[src/rtl/clk_div_defs.vh]
// Shared default configuration for the programmable clock divider.
// Kept as plain macros so the CPU top level can size its own wiring
// without importing the divider package.
`ifndef CLK_DIV_DEFS_VH
`define CLK_DIV_DEFS_VH

`define CLK_DIV_WIDTH        16
`define CLK_DIV_CHANNELS     2
`define CLK_DIV_DEFAULT_DIV  11

`endif

[src/rtl/clk_div_prog_pkg.sv]
// Common types and default parameter values for the programmable
// clock divider. Values match the macros in clk_div_defs.vh.
package clk_div_prog_pkg;

  localparam int DEF_WIDTH    = 16;
  localparam int DEF_CHANNELS = 2;
  localparam int DEF_DIV      = 11;

  // A channel either counts (enabled with a non-zero divisor) or sits idle
  // with its counter and output cleared.
  typedef enum logic {
    MODE_IDLE = 1'b0,
    MODE_RUN  = 1'b1
  } chan_mode_e;

endpackage

[src/rtl/clk_div_prog_if.sv]
// Control/status bundle for the programmable clock divider. The master
// side supplies enables, divisors and load strobes; the slave (the
// divider) returns the divided clocks, ticks and pending flags.
interface clk_div_prog_if #(
  parameter int WIDTH    = 16,
  parameter int CHANNELS = 2
);

  logic [CHANNELS-1:0]       en;
  logic [CHANNELS*WIDTH-1:0] div_in;
  logic [CHANNELS-1:0]       load;
  logic [CHANNELS-1:0]       clk_out;
  logic [CHANNELS-1:0]       tick;
  logic [CHANNELS-1:0]       pending;

  modport master (
    output en,
    output div_in,
    output load,
    input  clk_out,
    input  tick,
    input  pending
  );

  modport slave (
    input  en,
    input  div_in,
    input  load,
    output clk_out,
    output tick,
    output pending
  );

endinterface

[src/rtl/clk_div_chan.sv]
// One divider channel: counts 0..act-1 and toggles clk_out on each wrap,
// giving a 2*act period square wave. A new divisor is parked in a shadow
// register and only swapped in on a wrap edge, so a half-period is never
// cut short; when idle or on a coinciding wrap it is applied directly.
module clk_div_chan
  import clk_div_prog_pkg::*;
#(
  parameter int WIDTH       = DEF_WIDTH,
  parameter int DEFAULT_DIV = DEF_DIV
) (
  input  logic             clk,
  input  logic             reset,
  input  logic             en,
  input  logic             load,
  input  logic [WIDTH-1:0] div_in,
  output logic             clk_out,
  output logic             tick,
  output logic             pending
);

  logic [WIDTH-1:0] cnt;
  logic [WIDTH-1:0] act;
  logic [WIDTH-1:0] shd;
  chan_mode_e       mode;
  logic             wrap;

  // True when the counter sits on the last count of a half-period.
  function automatic logic at_last(input logic [WIDTH-1:0] c,
                                   input logic [WIDTH-1:0] a);
    return c == (a - WIDTH'(1));
  endfunction

  // Decode the channel mode and whether this edge ends a half-period.
  always_comb begin
    mode = MODE_IDLE;
    wrap = 1'b0;
    if (en && (act != '0)) begin
      mode = MODE_RUN;
      wrap = at_last(cnt, act);
    end
  end

  // Counter, output toggle and divisor shadowing.
  always_ff @(posedge clk or posedge reset) begin
    if (reset) begin
      cnt     <= '0;
      act     <= WIDTH'(DEFAULT_DIV);
      shd     <= WIDTH'(DEFAULT_DIV);
      clk_out <= 1'b0;
      tick    <= 1'b0;
      pending <= 1'b0;
    end else begin
      tick <= 1'b0;
      if (mode == MODE_IDLE) begin
        // Nothing is mid-period, so a new divisor can take effect at once.
        cnt     <= '0;
        clk_out <= 1'b0;
        if (load) begin
          act     <= div_in;
          shd     <= div_in;
          pending <= 1'b0;
        end
      end else if (wrap) begin
        cnt     <= '0;
        clk_out <= ~clk_out;
        tick    <= ~clk_out;
        if (load) begin
          act     <= div_in;
          shd     <= div_in;
          pending <= 1'b0;
        end else if (pending) begin
          act     <= shd;
          pending <= 1'b0;
        end
      end else begin
        cnt <= cnt + WIDTH'(1);
        if (load) begin
          shd     <= div_in;
          pending <= 1'b1;
        end
      end
    end
  end

endmodule

[src/rtl/clk_div_prog.sv]
// Multi-channel programmable clock divider: one independent clk_div_chan
// per channel, each fed its own slice of the divisor bus.
module clk_div_prog
  import clk_div_prog_pkg::*;
#(
  parameter int WIDTH       = DEF_WIDTH,
  parameter int CHANNELS    = DEF_CHANNELS,
  parameter int DEFAULT_DIV = DEF_DIV
) (
  input  logic         clk,
  input  logic         reset,
  clk_div_prog_if.slave bus
);

  for (genvar k = 0; k < CHANNELS; k++) begin : g_chan
    clk_div_chan #(
      .WIDTH       (WIDTH),
      .DEFAULT_DIV (DEFAULT_DIV)
    ) u_chan (
      .clk     (clk),
      .reset   (reset),
      .en      (bus.en[k]),
      .load    (bus.load[k]),
      .div_in  (bus.div_in[k*WIDTH +: WIDTH]),
      .clk_out (bus.clk_out[k]),
      .tick    (bus.tick[k]),
      .pending (bus.pending[k])
    );
  end

endmodule

[src/flat_wrapper.sv]
// flat-port wrapper written by rule: the top's interface ports become plain ports
module clk_div_prog_flat import clk_div_prog_pkg::*;
#(
  parameter int WIDTH       = DEF_WIDTH,
  parameter int CHANNELS    = DEF_CHANNELS,
  parameter int DEFAULT_DIV = DEF_DIV
)
  (clk, reset, bus_en, bus_div_in, bus_load, bus_clk_out, bus_tick, bus_pending);
  clk_div_prog_if #(.WIDTH(WIDTH), .CHANNELS(CHANNELS)) bus_i ();
  input  logic clk;
  input  logic reset;
  input wire logic [$bits(bus_i.en)-1:0] bus_en;
  input wire logic [$bits(bus_i.div_in)-1:0] bus_div_in;
  input wire logic [$bits(bus_i.load)-1:0] bus_load;
  output wire logic [$bits(bus_i.clk_out)-1:0] bus_clk_out;
  output wire logic [$bits(bus_i.tick)-1:0] bus_tick;
  output wire logic [$bits(bus_i.pending)-1:0] bus_pending;
  assign bus_i.en = bus_en;
  assign bus_i.div_in = bus_div_in;
  assign bus_i.load = bus_load;
  assign bus_clk_out = bus_i.clk_out;
  assign bus_tick = bus_i.tick;
  assign bus_pending = bus_i.pending;
  clk_div_prog #(.WIDTH(WIDTH), .CHANNELS(CHANNELS), .DEFAULT_DIV(DEFAULT_DIV)) u_core (.clk(clk), .reset(reset), .bus(bus_i));
endmodule
[config.mk]
export PLATFORM = sky130hd
export DESIGN_NAME = clk_div_prog_flat
export DESIGN_NICKNAME = d
export VERILOG_FILES = /design/src/rtl/clk_div_defs.vh /design/src/rtl/clk_div_prog_pkg.sv /design/src/rtl/clk_div_prog_if.sv /design/src/rtl/clk_div_chan.sv /design/src/rtl/clk_div_prog.sv /design/src/flat_wrapper.sv
export SDC_FILE = /design/constraint.sdc
export NUM_CORES = 1
export LEC_CHECK = 0
export CAP_MARGIN = 20
export CORE_MARGIN = 4
export CORE_UTILIZATION = 40
export CTS_CLUSTER_SIZE = 16
export DETAILED_ROUTE_END_ITERATION = 7
export GPL_TIMING_DRIVEN = 0
export PLACE_DENSITY = 0.67
export SYNTH_ARGS = -nofsm -noshare
export SYNTH_HDL_FRONTEND = slang
export SYNTH_SLANG_ARGS = --single-unit
export TNS_END_PERCENT = 100
[constraint.sdc]
create_clock -name clk -period 3.85 [get_ports clk]
set_input_delay 0.385 -clock clk [delete_from_list [all_inputs] [get_ports clk]]
set_output_delay 0.385 -clock clk [all_outputs]
set_load 0.02 [all_outputs]
Word-level counts from Yosys, hierarchy flattened --
Cells that the tools add are included.
Storage, ports and cells: register bits after elaboration 102, output and inout bits 6, word-level logic and storage cells 70
Cells by class: add/sub/neg operators 4, equality and inequality tests 6, multiplexer cells 34, bitwise logic cells 2, reduce and logical (&&, ||, !) cells 12
Operators by type and width (number):
- 16-bit two-way mux | 14
- 16-bit by 1-bit adder with 16-bit output (second input constant) | 2
- 16-bit equality test | 2
- 16-bit nonzero test | 2
- 16-bit by 1-bit subtractor with 16-bit output (second input constant) | 2
- 1-bit two-way mux | 20
- 2-bit nonzero test | 4
- 3-bit != test (second input constant) | 2
- 3-bit AND reduction | 2
- 2-bit by 1-bit != test with 1-bit output (second input constant) | 2
- 2-bit AND reduction | 2
- 1-bit logical AND | 2
- 1-bit inverter | 2

Longest topological paths before layout --
depth in word-level cells 5, gate-level depth with buffers 12

By module --
Synthesis repeated with hierarchy kept, for this count alone.
Unflattened totals: cell total of the unflattened synthesis 593, area, all modules 5948.2 µm²
By module, submodules not included:
- clk_div_chan (u_core.g_chan[0].u_chan) | instances 1, cells an instance 330, area an instance 3065.4 µm²
- clk_div_chan (u_core.g_chan[1].u_chan) | instances 1, cells an instance 263, area an instance 2882.8 µm²

Worst setup path after synthesis --
Ideal clock, no wire load.
kind flip-flop to flip-flop, start reg u_core.g_chan[0].u_chan.act[0], end reg u_core.g_chan[0].u_chan.act[2], setup time 66 ps, data arrival time 3080 ps, path slack 704 ps, stages on the path, launching flop included 13, path buffers 3, cells stage by stage dfstp_2 -> buf_2 -> inv_1 -> ha_1 -> buf_2 -> or3b_2 -> or4_1 -> nand3_1 -> o2111ai_1 -> or4_4 -> nor3_4 -> buf_6 -> a221o_1
On the way: word-level cells in the longest chain between the ends 5
Ends and longest elaborated chain:
- start: declaration | line clk_div_chan.sv:22 | logic [WIDTH-1:0] act;
- start signal: assignment | line clk_div_chan.sv:47 | act <= WIDTH'(DEFAULT_DIV);
- start signal: assignment | line clk_div_chan.sv:59 | act <= div_in;
- start signal: assignment | line clk_div_chan.sv:68 | act <= div_in;
- 16-bit by 1-bit subtractor with 16-bit output / 16-bit nonzero test (equally long branches) | line clk_div_chan.sv:30, clk_div_chan.sv:37
- 16-bit equality test / 1-bit logical AND (equally long branches) | line clk_div_chan.sv:30, clk_div_chan.sv:37
- 1-bit two-way mux | line clk_div_chan.sv:37 | if (en && (act != '0)) begin
- 3-bit != test (no line) (tied with other cells)
- 3-bit AND reduction (no line)
Parallel ways exist; a longest one is shown, timed or not. A chain may end at the register's enable or synchronous reset.

Worst setup path in the final report --
start reg u_core.g_chan[1].u_chan.act[4], end reg u_core.g_chan[1].u_chan.act[6]
On the way: word-level cells in the longest chain between the ends 5
Ends and longest elaborated chain (line):
- start: declaration | clk_div_chan.sv:22
- start signal: assignment | clk_div_chan.sv:47
- start signal: assignment | clk_div_chan.sv:59
- start signal: assignment | clk_div_chan.sv:68
- 16-bit by 1-bit subtractor with 16-bit output / 16-bit nonzero test (equally long branches) | clk_div_chan.sv:30, clk_div_chan.sv:37
- 16-bit equality test / 1-bit logical AND (equally long branches) | clk_div_chan.sv:30, clk_div_chan.sv:37
- 1-bit two-way mux | clk_div_chan.sv:37
- 3-bit != test (no line) (tied with other cells)
- 3-bit AND reduction (no line)
Parallel ways exist; a longest one is shown, timed or not.

==> flow_summary.json <==
{
  "outcome": "completed",
  "die_area_um2": 16670,
  "dp_cells": 801,
  "grt_first_pass_wirelength_um": 23690,
  "num_rows": 43,
  "drt-total-wl_um": 14030,
  "wl_per_cell_um": 17.17,
  "hold_violations": 0,
  "timing.fmax_mhz": 279.9,
  "max_slew_margin_pct": 47.47,
  "setup_tns_ns": 0,
  "vias_per_cell": 5.657,
  "drive_gt1_share_pct": 14.60,
  "synth_nets": 623,
  "nets": 676,
  "seqPwrFrac_pct": 45.1,
  "pwr_density_cell_nw_per_um2": 405.6,
  "period_share_pct": 92.80,
  "cp.arrival_ns": 3.81,
  "cts_tree": "yes",
  "critical-path-top-delay-family": "simple AND/OR/NAND/NOR gates",
  "rsz0062_at_grt": "no",
  "leakage_nw": 2.860,
  "grt_overflow": 0,
  "crit_fanout": 10,
  "hp-class": "in -> async",
  "synth_edf_count": 0,
  "synthFlopType": "dfrtp_1",
  "slew_violations": 0,
  "tightest_slew_ns": 0.7819,
  "skew_ns": 0.008836,
  "fin_area_um2": 6847,
  "clk_pin_slew_ns": 0.07,
  "dpl-instance-area_um2": 6531,
  "diodes": 0,
  "fillers": 1331,
  "cap_violations": 0,
  "track_usage_pct": 17.49,
  "die_w_um": 129.1,
  "core-area_um2": 14100,
  "via_count": 4622,
  "ant_nets": 0,
  "holdBufCountCts": 0,
  "p_int_mw": 1.950,
  "yosysWarnings": 0,
  "worst_path_largest_cell_delay_ns": 0.77,
  "ys_seq_area_share_pct": 43.77,
  "pre_cts_ws_ns": 0.1402,
  "dieHeight_um": 129.1,
  "start_util_pct": 41.61,
  "root_buffer": "clkbuf_16",
  "syn_area_um2": 5866,
  "numCtsBuffers": 9,
  "multi_input_area_um2": 3062,
  "ctsHtreeMaxLevel": 3,
  "grt_start_max_net_pins": 72,
  "path_cells": "clkbuf_1 -> nor3_1 -> and4_1 -> nor4b_1 -> a31oi_1 -> nor4_2 -> buf_2 -> o21ai_0 -> a21o_1",
  "clk_latency_ns": 0.35,
  "hold-worst-slack_ns": 0.3845,
  "hpwl_um": 10160,
  "firstDrtPassIters": 5,
  "p_clk_share_pct": 33.5,
  "p_sw_share_pct": 29.77,
  "critical_path_class": "reg -> reg",
  "syn_avg_cell_area_um2": 10.13,
  "numPortBuffers": 41,
  "peakVddDrop_uv": 298.7,
  "crit_required_ns": 4.09,
  "setup_viol": 0,
  "ctsLongestPathBuffers": 2,
  "drc": 0,
  "seq_area_um2": 2567,
  "area_growth_pct": 16.72,
  "cpMaxStageDelayCell": "nor4_2",
  "async_flop_share_pct": 100.0,
  "switchingPower_uw": 826.9,
  "yosysUniqueCellTypes": 69,
  "syn_inst": 579,
  "antenna_found_initial": 0,
  "crit_buf_inv": 2,
  "crit_path_start_kind": "register",
  "p_total_mw": 2.777,
  "fin_crit_ns": 3.573,
  "setup_ws_ns": 0.2773,
  "cp-end-kind": "register",
  "first_iter_violations": 274,
  "ys_ff_latch": 102,
  "ios": 44,
  "comb_power_share_pct": 21.4,
  "cts_sinks": 102,
  "instances_no_fill": 817,
  "gp_congestion": 0.8825,
  "fin_util_pct": 48.57,
  "grt_pass1_vias": 4747
}
## power groups by stage
stage                     clock network (mW)  registers (mW)  logic [mW]
after detailed placement                   0            1.27       0.587
after floorplan                            0            1.24       0.437
final                                  0.930            1.25       0.594
after global routing                    1.00            1.26       0.659
after CTS                              0.958            1.25       0.590
after global placement                     0            1.27       0.564
## logic make-up (layout without fill, tap and decap cells)
family,count (synthesis),in the layout,synth area share [%]
buffers and inverters,54,112,4.309
adders and majority gates,6,6,1.280
xor gates and xnor gates,68,68,10.15
AOI/OAI and AO/OA,119,119,15.53
muxes,34,34,6.442
DFF,102,102,43.77
and+or+nand+nor,196,196,18.52
## sequential cells by signal, summed over array words and instances, names as in the netlist
register and count:
u_core.g_chan.u_chan.cnt 32, u_core.g_chan.u_chan.tick 2, u_core.g_chan.u_chan.shd 32, u_core.g_chan.u_chan.clk_out 2
u_core.g_chan.u_chan.act 32, u_core.g_chan.u_chan.pending 2
## timing repair
action / 4_1_cts / 5_1_grt
setup endpoints to repair: 0 / 20
gates resized for setup: 0 / 3
setup buffers: 0 / 0
## cell type report
class                      instances  area share [%]
multi-input combinational        423           44.72
inverter                          12          0.6944
timing repair buffer              42           6.396
clock inverter                     6           1.023
sequential                       102           37.50
buffer                            42           3.034
clock buffer                      10           3.344
tap                              180           3.289
## layer usage
metal	global-route usage (%)	vias to the layer above	share of wire (%)
met5	0	-	0
met4	5.374	0	1.4
met3	3.792	15	4.1
met2	29.45	110	50
met1	22.60	2278	44
li1	-	2219	-
## cells in the mapped netlist, types with 3 or more instances
cell type / instances / area share [%]
a21bo_1: 3 / 0.51
mux2_2: 30 / 5.8
o21ai_0: 17 / 1.5
a221o_1: 15 / 2.6
a21o_1: 14 / 1.8
a21oi_1: 12 / 1.0
o2111ai_1: 4 / 0.60
a31oi_1: 3 / 0.32
or4_1: 7 / 0.90
nor2b_1: 4 / 0.43
nand4b_1: 3 / 0.45
xnor2_1: 33 / 4.9
nand2_1: 27 / 1.7
a32oi_1: 16 / 2.4
and3_1: 24 / 2.6
dfrtp_1: 90 / 38
inv_1: 12 / 0.77
o21a_1: 4 / 0.51
o22ai_1: 3 / 0.32
o31a_1: 5 / 0.75
buf_2: 7 / 0.60
clkbuf_1: 25 / 1.6
nor2_1: 59 / 3.8
nor4_1: 5 / 0.53
xor2_1: 35 / 5.2
nor3_1: 7 / 0.60
or3_1: 4 / 0.43
mux2i_1: 4 / 0.68
nand3_1: 21 / 1.8
or4_4: 3 / 0.58
nand4_1: 11 / 1.2
buf_4: 7 / 0.90
ha_1: 6 / 1.3
dfstp_2: 12 / 5.4
## cell usage in the layout, fill, tap and decap left out, types with 6 or more instances in the layout
cell type / n
clkdlybuf4s50_1: 41
clkbuf_1: 26
a221o_1: 15
or4_1: 7
mux2_2: 30
xor2_1: 35
buf_4: 7
a21o_1: 14
dfrtp_1: 90
buf_2: 7
nand3_1: 21
a32oi_1: 16
a21oi_1: 12
nor3_1: 6
ha_1: 6
nand4_1: 11
nor2_1: 59
nand2_1: 27
clkbuf_16: 9
inv_1: 11
dfstp_2: 12
o21ai_0: 17
xnor2_1: 33
and3_1: 24
## path summary, 6_finish.rpt
| kind | from | end | slack [ns] | depth (start not counted) |
|---|---|---|---|---|
| max in group asynchronous | reset | u_core.g_chan[1].u_chan.shd[3] | 2.72 | 3 |
| worst min-delay path | reset | u_core.g_chan[0].u_chan.shd[11] | 0.38 | 2 |
| worst max-delay path | u_core.g_chan[1].u_chan.act[4] | u_core.g_chan[1].u_chan.act[6] | 0.28 | 9 |
| worst max register to register | u_core.g_chan[1].u_chan.act[4] | u_core.g_chan[1].u_chan.act[6] | 0.28 | 9 |
| worst min register to register | u_core.g_chan[1].u_chan.clk_out | u_core.g_chan[1].u_chan.tick | 0.48 | 1 |
| min in group clk | u_core.g_chan[1].u_chan.clk_out | u_core.g_chan[1].u_chan.tick | 0.48 | 1 |
Note: power is estimated with default switching activity, not from simulation.
